## config.mk

```make
export PLATFORM = sky130hd
export DESIGN_NAME = control_sequencer
export DESIGN_NICKNAME = d
export VERILOG_FILES = /design/src/rtl/control_sequencer.sv
export SDC_FILE = /design/constraint.sdc
export NUM_CORES = 1
export LEC_CHECK = 0
export BUFFER_PORTS_ARGS = -buffer_cell sky130_fd_sc_hd__buf_2
export CORE_MARGIN = 10
export CORE_UTILIZATION = 55
export DETAILED_ROUTE_END_ITERATION = 8
export PLACE_DENSITY = 0.86
export SLEW_MARGIN = 30
export SYNTH_ARGS = -nofsm -noshare
export SYNTH_HDL_FRONTEND = slang
export SYNTH_SLANG_ARGS = --single-unit
```

## constraint.sdc

```tcl
create_clock -name clock -period 6.52 [get_ports clock]
set_input_delay 0.978 -clock clock [delete_from_list [all_inputs] [get_ports clock]]
set_output_delay 0.978 -clock clock [all_outputs]
set_load 0.02 [all_outputs]
```

## src/rtl/control_sequencer.sv

```systemverilog
// Hardwired multi-cycle control unit: steps T0..T7 per instruction and issues
// every datapath strobe from a registered control word.
module control_sequencer #(
    parameter int unsigned        OPW    = 5,
    parameter logic [OPW-1:0]     ADD_OP = OPW'(5'b00011)
) (
    input  logic           clock,
    input  logic           reset,
    input  logic           stop,
    input  logic [31:0]    ir,
    input  logic           con_ff,
    output logic           run,
    output logic           clear,
    output logic [OPW-1:0] alu_op,
    output logic           PCout,
    output logic           PCin,
    output logic           incPC,
    output logic           IRin,
    output logic           MARin,
    output logic           MDRin,
    output logic           MDRout,
    output logic           read,
    output logic           write,
    output logic           Gra,
    output logic           Grb,
    output logic           Grc,
    output logic           Rin,
    output logic           Rout,
    output logic           BAout,
    output logic           Cout,
    output logic           Yin,
    output logic           Zin,
    output logic           ZHighOut,
    output logic           ZLowOut,
    output logic           HIin,
    output logic           LOin,
    output logic           HIout,
    output logic           LOout,
    output logic           CONN_in,
    output logic           InPortOut,
    output logic           OutPortIn,
    output logic           jal_flag
);

    localparam logic [OPW-1:0] OP_LD   = OPW'(5'b00000);
    localparam logic [OPW-1:0] OP_LDI  = OPW'(5'b00001);
    localparam logic [OPW-1:0] OP_ST   = OPW'(5'b00010);
    localparam logic [OPW-1:0] OP_ADD  = OPW'(5'b00011);
    localparam logic [OPW-1:0] OP_SHL  = OPW'(5'b01011);
    localparam logic [OPW-1:0] OP_ADDI = OPW'(5'b01100);
    localparam logic [OPW-1:0] OP_ORI  = OPW'(5'b01110);
    localparam logic [OPW-1:0] OP_DIV  = OPW'(5'b01111);
    localparam logic [OPW-1:0] OP_MUL  = OPW'(5'b10000);
    localparam logic [OPW-1:0] OP_NEG  = OPW'(5'b10001);
    localparam logic [OPW-1:0] OP_NOT  = OPW'(5'b10010);
    localparam logic [OPW-1:0] OP_BR   = OPW'(5'b10011);
    localparam logic [OPW-1:0] OP_JR   = OPW'(5'b10100);
    localparam logic [OPW-1:0] OP_JAL  = OPW'(5'b10101);
    localparam logic [OPW-1:0] OP_IN   = OPW'(5'b10110);
    localparam logic [OPW-1:0] OP_OUT  = OPW'(5'b10111);
    localparam logic [OPW-1:0] OP_MFLO = OPW'(5'b11000);
    localparam logic [OPW-1:0] OP_MFHI = OPW'(5'b11001);
    localparam logic [OPW-1:0] OP_HALT = OPW'(5'b11011);

    typedef enum logic [3:0] {
        RST = 4'd0, T0, T1, T2, T3, T4, T5, T6, T7, HALT
    } state_t;

    typedef struct packed {
        logic           run;
        logic           clear;
        logic [OPW-1:0] alu_op;
        logic pc_out, pc_in, inc_pc, ir_in, mar_in, mdr_in, mdr_out, read, write;
        logic gra, grb, grc, r_in, r_out, ba_out, c_out, y_in, z_in;
        logic zhigh_out, zlow_out, hi_in, lo_in, hi_out, lo_out;
        logic conn_in, inport_out, outport_in, jal_flag;
    } ctl_t;

    state_t         state, next_state, last;
    ctl_t           ctl_q, ctl_d;
    logic [OPW-1:0] op;
    logic           is_mem, is_alu, is_imm, is_md, is_un;
    logic           unused_ir;

    assign op        = ir[31 -: OPW];
    assign unused_ir = ^ir[31-OPW:0];

    assign is_mem = (op == OP_LD) || (op == OP_LDI) || (op == OP_ST);
    assign is_alu = (op >= OP_ADD) && (op <= OP_SHL);
    assign is_imm = (op >= OP_ADDI) && (op <= OP_ORI);
    assign is_md  = (op == OP_MUL) || (op == OP_DIV);
    assign is_un  = (op == OP_NEG) || (op == OP_NOT);

    // Final execute step for each opcode; everything unlisted ends at T3.
    function automatic state_t last_step(input logic [OPW-1:0] o);
        state_t s;
        s = T3;
        if (o == OP_LD || o == OP_ST)                                    s = T7;
        else if (o == OP_MUL || o == OP_DIV || o == OP_BR)               s = T6;
        else if (o == OP_LDI || (o >= OP_ADD && o <= OP_ORI))            s = T5;
        else if (o == OP_NEG || o == OP_NOT || o == OP_JAL)              s = T4;
        return s;
    endfunction

    always_ff @(posedge clock) begin
        if (!reset) begin
            state       <= RST;
            ctl_q       <= '0;
            ctl_q.clear <= 1'b1;
        end else begin
            state <= next_state;
            ctl_q <= ctl_d;
        end
    end

    // Next state, then the control word for that state so it is registered alongside it.
    always_comb begin
        next_state = state;
        ctl_d      = '0;
        ctl_d.run  = 1'b1;
        last       = last_step(op);

        case (state)
            RST:  next_state = T0;
            T0:   next_state = T1;
            T1:   next_state = T2;
            T2:   next_state = T3;
            T3, T4, T5, T6, T7: begin
                if (state != last)        next_state = state_t'(4'(state) + 4'd1);
                else if (op == OP_HALT)   next_state = HALT;
                else if (stop)            next_state = HALT;
                else                      next_state = T0;
            end
            HALT:    next_state = HALT;
            default: next_state = RST;
        endcase

        case (next_state)
            RST: begin
                ctl_d.run   = 1'b0;
                ctl_d.clear = 1'b1;
            end
            HALT: ctl_d.run = 1'b0;
            T0: begin
                ctl_d.pc_out = 1'b1; ctl_d.mar_in = 1'b1; ctl_d.inc_pc = 1'b1;
                ctl_d.z_in   = 1'b1; ctl_d.alu_op = ADD_OP;
            end
            T1: begin
                ctl_d.zlow_out = 1'b1; ctl_d.pc_in = 1'b1;
                ctl_d.read     = 1'b1; ctl_d.mdr_in = 1'b1;
            end
            T2: begin
                ctl_d.mdr_out = 1'b1; ctl_d.ir_in = 1'b1;
            end
            T3: begin
                if (is_mem) begin
                    ctl_d.grb = 1'b1; ctl_d.ba_out = 1'b1; ctl_d.y_in = 1'b1;
                end else if (is_alu || is_imm) begin
                    ctl_d.grb = 1'b1; ctl_d.r_out = 1'b1; ctl_d.y_in = 1'b1;
                end else if (is_md) begin
                    ctl_d.gra = 1'b1; ctl_d.r_out = 1'b1; ctl_d.y_in = 1'b1;
                end else if (is_un) begin
                    ctl_d.grb = 1'b1; ctl_d.r_out = 1'b1; ctl_d.z_in = 1'b1; ctl_d.alu_op = op;
                end else if (op == OP_BR) begin
                    ctl_d.gra = 1'b1; ctl_d.r_out = 1'b1; ctl_d.conn_in = 1'b1;
                end else if (op == OP_JR) begin
                    ctl_d.gra = 1'b1; ctl_d.r_out = 1'b1; ctl_d.pc_in = 1'b1;
                end else if (op == OP_JAL) begin
                    ctl_d.pc_out = 1'b1; ctl_d.jal_flag = 1'b1; ctl_d.r_in = 1'b1;
                end else if (op == OP_IN) begin
                    ctl_d.inport_out = 1'b1; ctl_d.gra = 1'b1; ctl_d.r_in = 1'b1;
                end else if (op == OP_OUT) begin
                    ctl_d.gra = 1'b1; ctl_d.r_out = 1'b1; ctl_d.outport_in = 1'b1;
                end else if (op == OP_MFLO) begin
                    ctl_d.lo_out = 1'b1; ctl_d.gra = 1'b1; ctl_d.r_in = 1'b1;
                end else if (op == OP_MFHI) begin
                    ctl_d.hi_out = 1'b1; ctl_d.gra = 1'b1; ctl_d.r_in = 1'b1;
                end
            end
            T4: begin
                if (is_mem) begin
                    ctl_d.c_out = 1'b1; ctl_d.z_in = 1'b1; ctl_d.alu_op = ADD_OP;
                end else if (is_alu) begin
                    ctl_d.grc = 1'b1; ctl_d.r_out = 1'b1; ctl_d.z_in = 1'b1; ctl_d.alu_op = op;
                end else if (is_imm) begin
                    ctl_d.c_out = 1'b1; ctl_d.z_in = 1'b1; ctl_d.alu_op = op;
                end else if (is_md) begin
                    ctl_d.grb = 1'b1; ctl_d.r_out = 1'b1; ctl_d.z_in = 1'b1; ctl_d.alu_op = op;
                end else if (is_un) begin
                    ctl_d.zlow_out = 1'b1; ctl_d.gra = 1'b1; ctl_d.r_in = 1'b1;
                end else if (op == OP_BR) begin
                    ctl_d.pc_out = 1'b1; ctl_d.y_in = 1'b1;
                end else if (op == OP_JAL) begin
                    ctl_d.gra = 1'b1; ctl_d.r_out = 1'b1; ctl_d.pc_in = 1'b1;
                end
            end
            T5: begin
                if (op == OP_LD || op == OP_ST) begin
                    ctl_d.zlow_out = 1'b1; ctl_d.mar_in = 1'b1;
                end else if (op == OP_LDI || is_alu || is_imm) begin
                    ctl_d.zlow_out = 1'b1; ctl_d.gra = 1'b1; ctl_d.r_in = 1'b1;
                end else if (is_md) begin
                    ctl_d.zlow_out = 1'b1; ctl_d.lo_in = 1'b1;
                end else if (op == OP_BR) begin
                    ctl_d.c_out = 1'b1; ctl_d.z_in = 1'b1; ctl_d.alu_op = ADD_OP;
                end
            end
            T6: begin
                if (op == OP_LD) begin
                    ctl_d.read = 1'b1; ctl_d.mdr_in = 1'b1;
                end else if (op == OP_ST) begin
                    ctl_d.gra = 1'b1; ctl_d.r_out = 1'b1; ctl_d.mdr_in = 1'b1;
                end else if (is_md) begin
                    ctl_d.zhigh_out = 1'b1; ctl_d.hi_in = 1'b1;
                end else if (op == OP_BR && con_ff) begin
                    ctl_d.zlow_out = 1'b1; ctl_d.pc_in = 1'b1;
                end
            end
            T7: begin
                if (op == OP_LD) begin
                    ctl_d.mdr_out = 1'b1; ctl_d.gra = 1'b1; ctl_d.r_in = 1'b1;
                end else if (op == OP_ST) begin
                    ctl_d.write = 1'b1;
                end
            end
            default: ctl_d.run = 1'b0;
        endcase
    end

    assign run       = ctl_q.run;
    assign clear     = ctl_q.clear;
    assign alu_op    = ctl_q.alu_op;
    assign PCout     = ctl_q.pc_out;
    assign PCin      = ctl_q.pc_in;
    assign incPC     = ctl_q.inc_pc;
    assign IRin      = ctl_q.ir_in;
    assign MARin     = ctl_q.mar_in;
    assign MDRin     = ctl_q.mdr_in;
    assign MDRout    = ctl_q.mdr_out;
    assign read      = ctl_q.read;
    assign write     = ctl_q.write;
    assign Gra       = ctl_q.gra;
    assign Grb       = ctl_q.grb;
    assign Grc       = ctl_q.grc;
    assign Rin       = ctl_q.r_in;
    assign Rout      = ctl_q.r_out;
    assign BAout     = ctl_q.ba_out;
    assign Cout      = ctl_q.c_out;
    assign Yin       = ctl_q.y_in;
    assign Zin       = ctl_q.z_in;
    assign ZHighOut  = ctl_q.zhigh_out;
    assign ZLowOut   = ctl_q.zlow_out;
    assign HIin      = ctl_q.hi_in;
    assign LOin      = ctl_q.lo_in;
    assign HIout     = ctl_q.hi_out;
    assign LOout     = ctl_q.lo_out;
    assign CONN_in   = ctl_q.conn_in;
    assign InPortOut = ctl_q.inport_out;
    assign OutPortIn = ctl_q.outport_in;
    assign jal_flag  = ctl_q.jal_flag;

endmodule
```

==> results_dict.tcl <==
set metrics [dict create \
    slew_violations 0 \
    dieWidth_um 84.06 \
    rows 23 \
    dpl.hpwl_mm 4.777 \
    fill_cells 359 \
    vias_per_cell 6.411 \
    cts-hold-fix-buffers 0 \
    die_h_um 84.06 \
    reg2reg_to "Cout" \
    synth_edf_count 0 \
    hold_start "reset" \
    clk_pin_slew_worst_paths_ns 0.08 \
    final-setup-viol-count 0 \
    instances_no_fill 360 \
    start_kind "input port" \
    synth_top_cell_by_area "dfxtp_1" \
    drt_wl_total_mm 6.317 \
    placed_cells 352 \
    vias 2308 \
    hold_path_class "in2reg" \
    total_power_mw 1.096 \
    worstReg2RegStart "state[1]" \
    cp-end-kind "flop" \
    core_mm2 0.004000 \
    grt.total_usage_pct 17.69 \
    rrSetupSlack_ns 3.62 \
    synth_warnings 0 \
    cts_tree "yes" \
    worstMarginPinSlew_ns 0.8846 \
    drive_above_1_share_pct 24.19 \
    totalNegativeSetupSlack_ns 0 \
    io_buffers 43 \
    status "finished clean" \
    fmax_mhz 301.1 \
    path_class "in2reg" \
    cts.repair.resized 0 \
    setup_ws_ns 3.199 \
    rsz0062_at_grt "false" \
    fin_nets 349 \
    antenna_cells 0 \
    cp.required_ns 6.74 \
    overflow 0 \
    final_common_cell "buf_2" \
    dr.pass1.iters 6 \
    pre_cts_ws_ns 2.960 \
    reg2reg_depth 9 \
    antenna_found_initial 0 \
    ir_drop_mv 0.2750 \
    synth_area_per_cell_um2 8.178 \
    clk_latency_ns 0.29 \
    fin_skew_ns 0.01018 \
    drv_cap 0 \
    avgRoutedWirePerCell_um 17.55 \
    ios 71 \
    hold_end "clear" \
    numCtsBuffers 5 \
    ys_seq_area_share_pct 33.70 \
    pwr_density_cell_mw_per_mm2 433.3 \
    ctsHtreeMaxLevel 2 \
    postCtsSetupBuffers 0 \
    synth_top_area_share_pct 33.70 \
    async_reset_ff_share_pct 0 \
    final_hold_viol_count 0 \
    drt_iter0_markers 227 \
    syn_area_mm2 0.002257 \
    area_growth_pct 12.08 \
    largest_reg_flops 5 \
    remaining_drc_errors 0 \
    fin_util_pct 63.25 \
    grt_first_pass_wirelength_mm 10.63 \
    ant_nets 0 \
    syn_inst 276 \
    synth.top_cells.by_area "dfxtp_1 34%, nor2_1 4.8%, a21oi_1 4.4%" \
    arrival_ns 3.54 \
    slew-limit-headroom_pct 40.52 \
    synth_cell_types 67 \
    grt_max_degree 22 \
    cp_max_fo 17 \
    grt_pass1_vias 2299 \
    synth-seq-cells 38 \
    period_share_pct 50.94 \
    power.leakage_nw 1.038 \
    holdPathStages 2 \
    cts_sinks 38 \
    syn_nets 316 \
    final_cell_mix "43 x buf_2, 38 x dfxtp_1, 29 x nor2_1, 24 x nand2_1, 20 x a21oi_1" \
    ys.flop_type "dfxtp_1" \
    start_util_pct 56.43 \
    clockBufferDepth 2 \
    layout_min_cycle_time_ns 3.321 \
    gp_congestion 0.9674 \
    cts-root-buf "clkbuf_8" \
    dieArea_mm2 0.007066 \
]
[per-stage QoR]
| step | hold slack (ns) | cell area, µm² |
|---|---|---|
| floorplan | 0.8398 | 2257 |
| global placement | 0.9744 | 2435 |
| detailed placement | 0.9897 | 2435 |
| CTS | 0.9887 | 2530 |
| global route | 0.9997 | 2530 |
| finish | 1.005 | 2530 |
[worst max-delay path, cell delays in order]
cell and delay, ns:
buf_2 0.32, nand2_1 0.21, nor3_2 0.29, o21a_1 0.23, o2111a_1 0.57, o21ai_2 0.24
a2111oi_2 0.38, nand2b_1 0.14, a31oi_1 0.18
[report_power, final]
| group | total [mW] | switching [mW] | internal, mW |
|---|---|---|---|
| Sequential | 0.300 | 0.0251 | 0.275 |
| Combinational | 0.630 | 0.433 | 0.197 |
| Clock | 0.167 | 0.0820 | 0.0849 |
| Total | 1.10 | 0.540 | 0.556 |
[layout make-up]
cell class | count | area [µm²] | area share, %
Multi-Input combinational cell | 211 | 1355 | 53.56
Sequential cell | 38 | 760.7 | 30.07
Timing Repair Buffer | 44 | 222.7 | 8.803
Clock buffer | 6 | 82.58 | 3.264
Tap cell | 50 | 62.56 | 2.473
Inverter | 9 | 33.78 | 1.335
Clock inverter | 2 | 12.51 | 0.4946
[cell usage after synthesis (all sizes together) (4+ instances only)]
cell type and n:
dfxtp 38, nand3 8, ha 4, o21ai 15, nor2b 4, inv 9, buf 12, nand2 26
a31oi 7, nor4 9, and3 6, o22ai 4, nor3 17, nand2b 7, o21a 4, a21oi 21
clkbuf 6, nor2 31
[layer usage]
metal	part of all wire, %	global-route usage (%)	vias up
li1	-	-	1084
met1	39	19.70	1049
met2	48	30.29	147
met3	10	4.297	28
met4	3.4	8.980	0
met5	0	0	-
[how the worst max path moves through the flow]
stage,slack [ns],start,cells after the start,end
6_report,3.20,ir[29],9,PCout
5_1_grt,2.92,ir[30],9,alu_op[0]
4_1_cts,3.27,ir[30],9,alu_op[0]
3_5_place_dp,2.96,ir[30],9,PCout
3_3_place_gp,2.99,ir[30],9,alu_op[0]
2_1_floorplan,3.56,ir[28],9,MDRout
[logic make-up after synthesis]
kind of cell	count (synthesis)	synth area share, %
AND/OR/NAND/NOR	120	28.49
AO/OA/AOI/OAI	81	26.44
flip-flops	38	33.70
buffers and inverters	27	6.264
multiplexers	4	2.106
adder cells (fa/ha/maj)	4	2.217
XOR/XNOR	2	0.7762
Power figures use the tool's default switching activity.
